`config.mk`:
```
export PLATFORM = sky130hd
export DESIGN_NAME = serial_receiver
export DESIGN_NICKNAME = d
export VERILOG_FILES = /design/src/rtl/serial_receiver.sv
export SDC_FILE = /design/constraint.sdc
export NUM_CORES = 1
export LEC_CHECK = 0
export CORE_ASPECT_RATIO = 0.9
export CORE_UTILIZATION = 37
export DETAILED_ROUTE_END_ITERATION = 10
export PLACE_DENSITY = 0.63
export SYNTH_ARGS = -nofsm -noshare
export SYNTH_HDL_FRONTEND = slang
export SYNTH_SLANG_ARGS = --single-unit
```
`constraint.sdc`:
```
create_clock -name c -period 2.6 [get_ports c]
set_input_delay 0.52 -clock c [delete_from_list [all_inputs] [get_ports c]]
set_output_delay 0.52 -clock c [all_outputs]
set_load 0.05 [all_outputs]
```
`src/rtl/serial_receiver.sv`:
```
// rtl/serial_receiver.sv - serial-in/parallel-out frame receiver with valid/ack handshake
module serial_receiver #(
  parameter int W = 8
) (
  input  logic         c,
  input  logic         rst,
  input  logic         i,
  input  logic         m,
  input  logic         a,
  output logic [W-1:0] q,
  output logic         v,
  output logic         fe,
  output logic         ovr,
  output logic         busy
);

  localparam int CW = (W > 2) ? $clog2(W) : 1;

  typedef enum logic [1:0] {IDLE, DATA, STOP} state_t;

  state_t        state_q;
  logic [CW-1:0] cnt_q;
  logic [W-1:0]  sh_q;
  logic [W-1:0]  sh_d;
  logic [W-1:0]  q_q;
  logic          m_q;
  logic          v_q;
  logic          fe_q;
  logic          ovr_q;
  logic          busy_q;

  // Either shift direction leaves the word in natural bit order after W bits.
  always_comb begin
    sh_d = sh_q;
    if (m_q) sh_d = {sh_q[W-2:0], i};
    else     sh_d = {i, sh_q[W-1:1]};
  end

  always_ff @(posedge c) begin
    if (rst) begin
      state_q <= IDLE;
      cnt_q   <= '0;
      sh_q    <= '0;
      q_q     <= '0;
      m_q     <= 1'b0;
      v_q     <= 1'b0;
      fe_q    <= 1'b0;
      ovr_q   <= 1'b0;
      busy_q  <= 1'b0;
    end else begin
      fe_q <= 1'b0;
      if (v_q && a) v_q <= 1'b0;
      case (state_q)
        IDLE: begin
          if (i) begin
            m_q     <= m;
            cnt_q   <= '0;
            state_q <= DATA;
            busy_q  <= 1'b1;
          end
        end
        DATA: begin
          sh_q  <= sh_d;
          cnt_q <= cnt_q + CW'(1);
          if (cnt_q == CW'(W - 1)) state_q <= STOP;
        end
        STOP: begin
          state_q <= IDLE;
          busy_q  <= 1'b0;
          if (!i) begin
            // A same-edge ack frees the holding register, so the new word wins.
            if (!v_q || a) begin
              q_q <= sh_q;
              v_q <= 1'b1;
            end else begin
              ovr_q <= 1'b1;
            end
          end else begin
            fe_q <= 1'b1;
          end
        end
        default: begin
          state_q <= IDLE;
          busy_q  <= 1'b0;
        end
      endcase
    end
  end

  assign q    = q_q;
  assign v    = v_q;
  assign fe   = fe_q;
  assign ovr  = ovr_q;
  assign busy = busy_q;

endmodule

```
# Word level (Yosys, flattened, before mapping)
# Index checks and enable logic that the tools add are counted.
word_totals:
  regBits: 26
  input_bits: 5
  output_inout_bits: 12
  elab_cells: 44
op_classes:
  addsub: 1
  n_eq_ne: 5
  n_mux: 13
  n_bitwise: 4
  n_reduce_logical: 12
ops:
  columns: ["op", "count"]
  rows:
  - ["2-to-1 mux 8 bit", 1]
  - ["AND reduction 2 bit", 4]
  - ["2-to-1 mux 1 bit", 6]
  - ["one-hot mux 3 bit (2 select lines)", 1]
  - ["AND reduction 3 bit", 2]
  - ["2-to-1 mux 2 bit", 2]
  - ["!= test 2 bit, second input constant", 2]
  - ["inverter 1 bit", 4]
  - ["one-hot mux 2 bit (2 select lines)", 1]
  - ["adder 3 x 1 -> 3 bit, second input constant", 1]
  - ["equality test 3 bit, second input constant", 1]
  - ["2-to-1 mux 3 bit", 1]
  - ["equality test 2 x 1 -> 1 bit, second input constant", 1]
  - ["equality test 2 bit, second input constant", 1]
  - ["zero test 2 bit", 1]
  - ["one-hot mux 1 bit (2 select lines)", 1]
  - ["nonzero test 2 bit", 1]
  - ["OR reduction 2 bit", 1]
  - ["logical AND 1 bit", 1]
  - ["zero test 1 bit", 1]
  - ["logical OR 1 bit", 1]

# Longest topological paths before layout
# Gate-level depths: netlist of run 1.
depth:
  word_depth: 5
  depth_mapped: 5
  depth_no_buf: 4

# Worst setup path after synthesis of run 1
# Ideal clock, no wire load.
synth_timing:
  kind: "register to register"
  from: "register v_q, in the netlist v"
  to: "register q_q[0], in the netlist q[0]"
  setup_ns: 0.119
  t_arrival_ns: 1.280
  required_time_ns: 2.481
  setup_slack_ns: 1.201
  path_stages_with_launch: 5
  n_path_buf: 1
  period_less_slack_ns: 1.399
  cell_sequence: "dfxtp_1 > nor2b_1 > and3b_1 > buf_6 > mux2i_1"
synth_between:
  elab_chain_cells: 3
synth_rtl:
  columns: ["element", "line_no", "text"]
  rows:
  - ["from (decl)", "27", "logic v_q;"]
  - ["from (signal assigned)", "46", "v_q <= 1'b0;"]
  - ["from (signal assigned)", "52", "if (v_q && a) v_q <= 1'b0;"]
  - ["from (signal assigned)", "74", "v_q <= 1'b1;"]
  - ["zero test 1 bit", "72", "if (!v_q || a) begin"]
  - ["logical OR 1 bit", "72", null]
  - ["AND reduction 3 bit (no source line)", null, null]
  - ["to (signal assigned)", "73", "q_q <= sh_q;"]
  - ["to (decl)", "25", "logic [W-1:0] q_q;"]
# No other way between the ends.
# A chain may end at the register's enable or synchronous reset.

# Final worst setup path of run 1
layout_timing:
  from: "register q_q[7], in the netlist q[7]"
  to: "output q[7]"
layout_lines:
  columns: ["element", "line_no", "text"]
  rows:
  - ["to (decl)", "10", "output logic [W-1:0] q,"]
# No word-level cell between the ends.

==> impl_metrics.csv, run 1 <==
group,metric,value,unit
setup_path,worstPathRequired,2.08,ns
drt,drt_drc_violations_left,0,
timing,rsz0062_at_grt,"no",
logic_synthesis,adder_cell_share_of_the_synthesized_area,0.0214,
logic_synthesis,dominant_combinational_cell_family_by_area_after_synthesis,"simple AND/OR/NAND/NOR gates",
clock_tree,clock_sinks,26,
setup_path,crit_path_max_fo,2,
global_route,groute.usage.overall,0.132,
logic_synthesis,synth.net_count,117,
clock_tree,post-cts-setup-buffers,0,
logic_synthesis,ys_ff_latch,26,
setup_path,crit_slowest_cell,"sky130_fd_sc_hd__clkdlybuf4s50_1",
logic_synthesis,synthTopCellsByArea,"sky130_fd_sc_hd__dfxtp_1 45%, sky130_fd_sc_hd__mux2i_1 15%, sky130_fd_sc_hd__nand2b_1 9.1%",
global_route,busiest_layer,"met2",
finish,finish.net_count,131,
clock_tree,clock_tree.buffer_depth,2,
finish,post-route-util,0.474,
pwr,seqPwrFrac,0.603,
setup_path,rr_startpoint,"state_q[1]",
drt,drt_first_pass_iters,4,
clock_tree,cts_resized,0,
clock_tree,ctsHtreeMaxLevel,1,
logic_synthesis,post_synthesis_mux_area_share,0.146,
timing,slew-limit-headroom,0.465,
logic_synthesis,synth_sequential_area_ratio,0.446,
clock_tree,cts-buffers-inserted,3,
setup_path,worst_r2r_endpoint,"sh_q[7]",
die,die_y,55.3,microns
placement,placement.io_buffers,16,
finish,mostFrequentLayoutCell,"sky130_fd_sc_hd__dfxtp_1",
pwr,clockPowerShare,0.289,
global_route,grt_use_met1,0.168,
job,maxCapViolations,0,
logic_synthesis,synth_top_area_cell,"sky130_fd_sc_hd__dfxtp_1",
pwr,cellLeakagePower,0.454,nW
finish,most-common-layout-cells,"26 x sky130_fd_sc_hd__dfxtp_1, 17 x sky130_fd_sc_hd__nand2b_1, 17 x sky130_fd_sc_hd__mux2i_1",
logic_synthesis,synth-warning-count,0,
finish,drive_gt1_frac,0.146,
die,placeableCoreArea,2860,sq um
setup_path,regToRegSetupSlack,1.02,ns
drt,drtIter0Drc,21,
die,die_width,61.2,microns
logic_synthesis,synth_simple_gate_area_frac,0.189,
setup_path,cells_along_the_critical_path,"clkdlybuf4s50_1",
pwr,total_switching_power,0.000179,W
timing,final.setup_skew,0.0180,ns
pwr,powerDensity,527,nW/um^2
setup_path,critical_path.endpoint_type,"primary output",
timing,min_period,2.02,ns
logic_synthesis,synth.cell_area,1170,sq um
timing,timing.final.ws_setup,0.580,ns
logic_synthesis,synth_compound_area_frac,0.139,
drt,via_count,772,
logic_synthesis,syn_area_cell,10.6,sq um
worst_hold_path,number_of_instances_on_the_worst_hold_path,2,
worst_hold_path,min_delay_worst_endpoint,"q[6]",
die,floorplan.die_area,3380,sq um
setup_path,cells_on_worst_reg2reg_path,3,
finish,regArea,520,sq um
placement,placedCellCount,159,
placement,preCtsSetupSlack,0.465,ns
finish,area_delta_synth_final,16.2,%
global_route,antenna_violations_before_repair,0,
die,num_io_pins,17,
worst_hold_path,worstHoldStart,"q[6]",
logic_synthesis,synth_xor_xnor_area_share,0,
die,initial_core_util,0.408,
global_route,grt_remaining_overflow,0,
setup_path,setup.worst_path.start_class,"flop",
die,row_count,18,
setup_path,critical_path.n_buffers_inverters,1,
drt,post_drt_via_cell_ratio,4.74,
logic_synthesis,synth.top_cell.area_share,0.446,
clock_tree,worst_skew_pair.late_latency,0.33,ns
drt,wire_per_inst,11.7,microns
placement,routabilityCongestion,0.745,
worst_hold_path,worst_hold_path_type,"reg2reg",
clock_tree,tritoncts,"built",
finish,insertedDiodeCount,0,
global_route,use_met2,0.205,
global_route,gr-usage-met3,0.0492,
placement,post-dp-hpwl,1.28,mm
pwr,ir_worst_vdd,230,uV
finish,fill_cells,280,
setup_path,crit_path_max_incr_delay,0.80,ns
drt,wl,1.90,mm
timing,finalMaxSlewViolations,0,
pwr,power.internal,0.000536,W
clock_tree,cts_hold_repair.buffers,0,
global_route,grt_first_pass_wirelength,3.36,mm
finish,final_cells,163,
timing,finalCritPeriodShare,0.777,
timing,hold_ws,0.483,ns
timing,tns,0,ns
timing,max_slew.worst_pin.slew,0.802,ns
clock_tree,cts.root.buffer_cell,"sky130_fd_sc_hd__clkbuf_4",
status,status,"completed",
timing,timing.final.hold_violations,0,
timing,setup_viol,0,
logic_synthesis,synth_cell_types,24,
global_route,grt_start_max_net_pins,35,
clock_tree,clkSlewWorstSetupHoldPaths,0.15,ns
setup_path,worst_ep_arrival_time,1.50,ns
pwr,power.share.combinational,0.108,
global_route,via_count_of_the_first_global_routing_pass,748,
timing,clock.fmax,495,MHz
setup_path,cp_top_family,"buffers and inverters",
finish,multi_input_comb_area,578,sq um
setup_path,worst-setup-path-type,"reg2out",
logic_synthesis,syn_inst,110,
pwr,swShare,0.250,
drt,ant_nets,0,
-- power groups by stage --
| stage | sequential, W | clock, W | combinational (W) |
|---|---|---|---|
| 2_1_floorplan | 0.000436 | 0 | 0.0000672 |
| 3_3_place_gp | 0.000439 | 0 | 0.0000766 |
| 3_5_place_dp | 0.000439 | 0 | 0.0000782 |
| 4_1_cts | 0.000431 | 0.000214 | 0.0000784 |
| 5_1_grt | 0.000433 | 0.000235 | 0.0000853 |
| 6_report | 0.000431 | 0.000206 | 0.0000773 |
-- cells in the mapped netlist --
library cell / number
sky130_fd_sc_hd__dfxtp_1: 26
sky130_fd_sc_hd__mux2i_1: 17
sky130_fd_sc_hd__nand2b_1: 17
sky130_fd_sc_hd__nor2_1: 11
sky130_fd_sc_hd__a211oi_2: 8
sky130_fd_sc_hd__a21oi_1: 3
sky130_fd_sc_hd__buf_2: 3
sky130_fd_sc_hd__o21ai_0: 3
sky130_fd_sc_hd__a21oi_2: 2
sky130_fd_sc_hd__and3b_1: 2
sky130_fd_sc_hd__buf_6: 2
sky130_fd_sc_hd__clkbuf_1: 2
sky130_fd_sc_hd__ha_1: 2
sky130_fd_sc_hd__nand2_2: 2
sky130_fd_sc_hd__a2111oi_0: 1
sky130_fd_sc_hd__a31oi_1: 1
sky130_fd_sc_hd__and2b_1: 1
sky130_fd_sc_hd__buf_12: 1
sky130_fd_sc_hd__inv_1: 1
sky130_fd_sc_hd__nor2_2: 1
sky130_fd_sc_hd__nor2b_1: 1
sky130_fd_sc_hd__nor3_1: 1
sky130_fd_sc_hd__nor3b_1: 1
sky130_fd_sc_hd__nor4bb_1: 1
-- metrics by stage --
step	area (sq um)	total power, W
6_report	1360	0.000714
5_1_grt	1360	0.000754
4_1_cts	1360	0.000723
3_5_place_dp	1320	0.000518
3_3_place_gp	1320	0.000516
2_1_floorplan	1170	0.000503
-- cell families after synthesis --
family	Yosys count
buffers and inverters	9
adder cells (fa/ha/maj)	2
AO/OA/AOI/OAI	18
AND/OR/NAND/NOR	38
flip-flops	26
multiplexers	17
-- registers in the layout, indices dropped and copies added, names as in the netlist --
register and flops:
busy 1, ovr 1, sh_q 8, state_q 2, q 8, m_q 1
cnt_q 3, fe 1, v 1
-- cell type report --
type,count,area share
Inverter,1,0.00277
Sequential cell,26,0.384
Multi-Input combinational cell,75,0.426
Clock buffer,4,0.0268
Tap cell,40,0.0369
Timing Repair Buffer,17,0.124
-- tightest hold or removal path: cells and delay by family (launching register included) --
kind | cells | cell delay [ns]
flops | 1 | 0.33
mux | 1 | 0.06
simple gates | 1 | 0.06
-- routing by layer --
layer / up-vias / part of all wire
li1: 403 / -
met5: - / 0
met4: 0 / 0.010
met2: 7 / 0.47
met1: 360 / 0.49
met3: 2 / 0.027
-- worst max path at each step --
stage	start	endpoint	slack [ns]	cells past startpoint
6_report	q[7]	q[7]	0.58	1
4_1_cts	q[7]	q[7]	0.56	1
3_3_place_gp	i	q[7]	0.54	4
2_1_floorplan	v	q[0]	1.20	4
5_1_grt	busy	busy	0.50	1
3_5_place_dp	i	q[2]	0.47	4
No activity file was read; power rests on OpenSTA's default activity.
==> inputs of run 2 (changes only) <==
- PLACE_DENSITY: 0.63 -> 0.65
- clock period: 2.6 -> 1.76 ns (I/O delays scaled with it)
==> impl_metrics.csv, run 2 (synthesis gave the netlist of run 1 again) <==
group,metric,value,unit
drt,ant_nets,0,
die,floorplan.die_area,3380,sq um
drt,wire_per_inst,11.8,microns
global_route,antenna_violations_before_repair,0,
placement,placedCellCount,161,
die,initial_core_util,0.408,
drt,via_count,803,
drt,route.layer.met1.wl,864,microns
finish,area_delta_synth_final,15.9,%
placement,routabilityCongestion,0.692,
die,placeableCoreArea,2860,sq um
finish,most-common-layout-cells,"26 x sky130_fd_sc_hd__dfxtp_1, 17 x sky130_fd_sc_hd__nand2b_1, 17 x sky130_fd_sc_hd__mux2i_1",
setup_path,critical_path.n_buffers_inverters,0,
finish,insertedDiodeCount,0,
global_route,grt_start_max_net_pins,35,
timing,finalCritPeriodShare,0.895,
timing,setup_viol,0,
job,maxCapViolations,0,
clock_tree,clkSlewWorstSetupHoldPaths,0.13,ns
timing,rsz0062_at_grt,"no",
pwr,ir_worst_vdd,568,uV
drt,drt_first_pass_iters,4,
status,status,"completed",
drt,wl,1.93,mm
setup_path,worstPathRequired,2.01,ns
clock_tree,cts.root.buffer_cell,"sky130_fd_sc_hd__clkbuf_4",
worst_hold_path,worst_hold_path_type,"reg2reg",
timing,clock.fmax,635,MHz
die,row_count,18,
drt,route.met2.wl,990,microns
drt,met3_length,62,microns
timing,finalMaxSlewViolations,0,
global_route,groute.usage.overall,0.136,
setup_path,crit_slowest_cell,"sky130_fd_sc_hd__and2b_1",
timing,min_period,1.58,ns
die,die_y,55.3,microns
placement,post-dp-hpwl,1.42,mm
clock_tree,post-cts-setup-buffers,0,
timing,tns,0,ns
clock_tree,clock_sinks,26,
drt,drt_drc_violations_left,0,
finish,final_cells,164,
clock_tree,tritoncts,"built",
finish,mostFrequentLayoutCell,"sky130_fd_sc_hd__dfxtp_1",
global_route,via_count_of_the_first_global_routing_pass,812,
clock_tree,cts_hold_repair.buffers,0,
die,num_io_pins,17,
finish,finish.net_count,133,
drt,post_drt_via_cell_ratio,4.90,
setup_path,critical_path.endpoint_type,"flop",
clock_tree,ctsHtreeMaxLevel,1,
clock_tree,cts-buffers-inserted,3,
clock_tree,worst_skew_pair.late_latency,0.31,ns
timing,final.setup_skew,0.00162,ns
timing,slew-limit-headroom,0.493,
timing,hold_ws,0.485,ns
setup_path,crit_path_max_incr_delay,0.73,ns
setup_path,worst_ep_arrival_time,1.82,ns
timing,max_slew.worst_pin.slew,0.760,ns
placement,placement.io_buffers,16,
clock_tree,cts_resized,0,
pwr,cellLeakagePower,0.489,nW
timing,timing.final.hold_violations,0,
setup_path,crit_path_max_fo,20,
finish,drive_gt1_frac,0.250,
global_route,grt_remaining_overflow,0,
drt,drtIter0Drc,16,
pwr,p_total,0.000998,W
clock_tree,clock_tree.buffer_depth,2,
pwr,powerDensity,738,nW/um^2
drt,topRoutingLayerUsed,"met4",
setup_path,setup.worst_path.start_class,"flop",
setup_path,cells_along_the_critical_path,"and2b_1 > nor2_1 > a211oi_2",
die,die_width,61.2,microns
setup_path,cp_top_family,"simple AND/OR/NAND/NOR gates",
setup_path,worst-setup-path-type,"reg2reg",
global_route,grt_first_pass_wirelength,3.53,mm
-- run 2: cell types whose count changed in the layout (fill, tap and decap cells not counted) --
| cell | delta |
|---|---|
| sky130_fd_sc_hd__buf_12 | +2 |
| sky130_fd_sc_hd__clkdlybuf4s50_1 | -12 |
| sky130_fd_sc_hd__buf_4 | +12 |
| sky130_fd_sc_hd__clkbuf_8 | -1 |
-- run 2: routing by layer --
layer / global-route usage / vias to the layer above
li1: - / 407
met1: 0.167 / 387
met2: 0.224 / 7
met3: 0.0492 / 2
met4: 0.0292 / 0
met5: 0 / -
-- run 2: layout make-up --
type                       instances  area, sq um
clock buffer                       3         22.5
fill                             288         1510
inverter                           1         3.75
multi-input combinational         75          578
sequential                        26          520
tap                               40         50.0
timing repair buffer              19          178
-- run 2: path summary, 6_finish.rpt --
path / start / endpoint / slack [ns] / cells past startpoint
worst min register to register: q[4] / q[4] / 0.48 / 2
worst min-delay path: q[4] / q[4] / 0.48 / 2
worst max-delay path: state_q[1] / sh_q[3] / 0.18 / 3
worst max register to register: state_q[1] / sh_q[3] / 0.18 / 3
-- run 2: worst reg2reg max path: stages (launching register included) --
cell                       delay (ns)
sky130_fd_sc_hd__dfxtp_1         0.42
sky130_fd_sc_hd__and2b_1         0.73
sky130_fd_sc_hd__nor2_1          0.13
sky130_fd_sc_hd__a211oi_2        0.22
-- run 2: report_power, final --
group / leakage [nW] / switching, W / internal, W
registers: 0.212 / 0.0000251 / 0.000611
clock network: 0.0138 / 0.000162 / 0.0000802
logic: 0.263 / 0.0000618 / 0.0000582
total: 0.489 / 0.000249 / 0.000749
-- run 2: per-stage QoR --
stage,cell area (sq um),util,setup slack (ns)
floorplan,1170,-,0.361
global placement,1330,0.465,0.169
finish,1350,0.473,0.184
CTS,1350,0.473,0.161
detailed placement,1330,0.465,0.106
global route,1350,0.473,0.0438
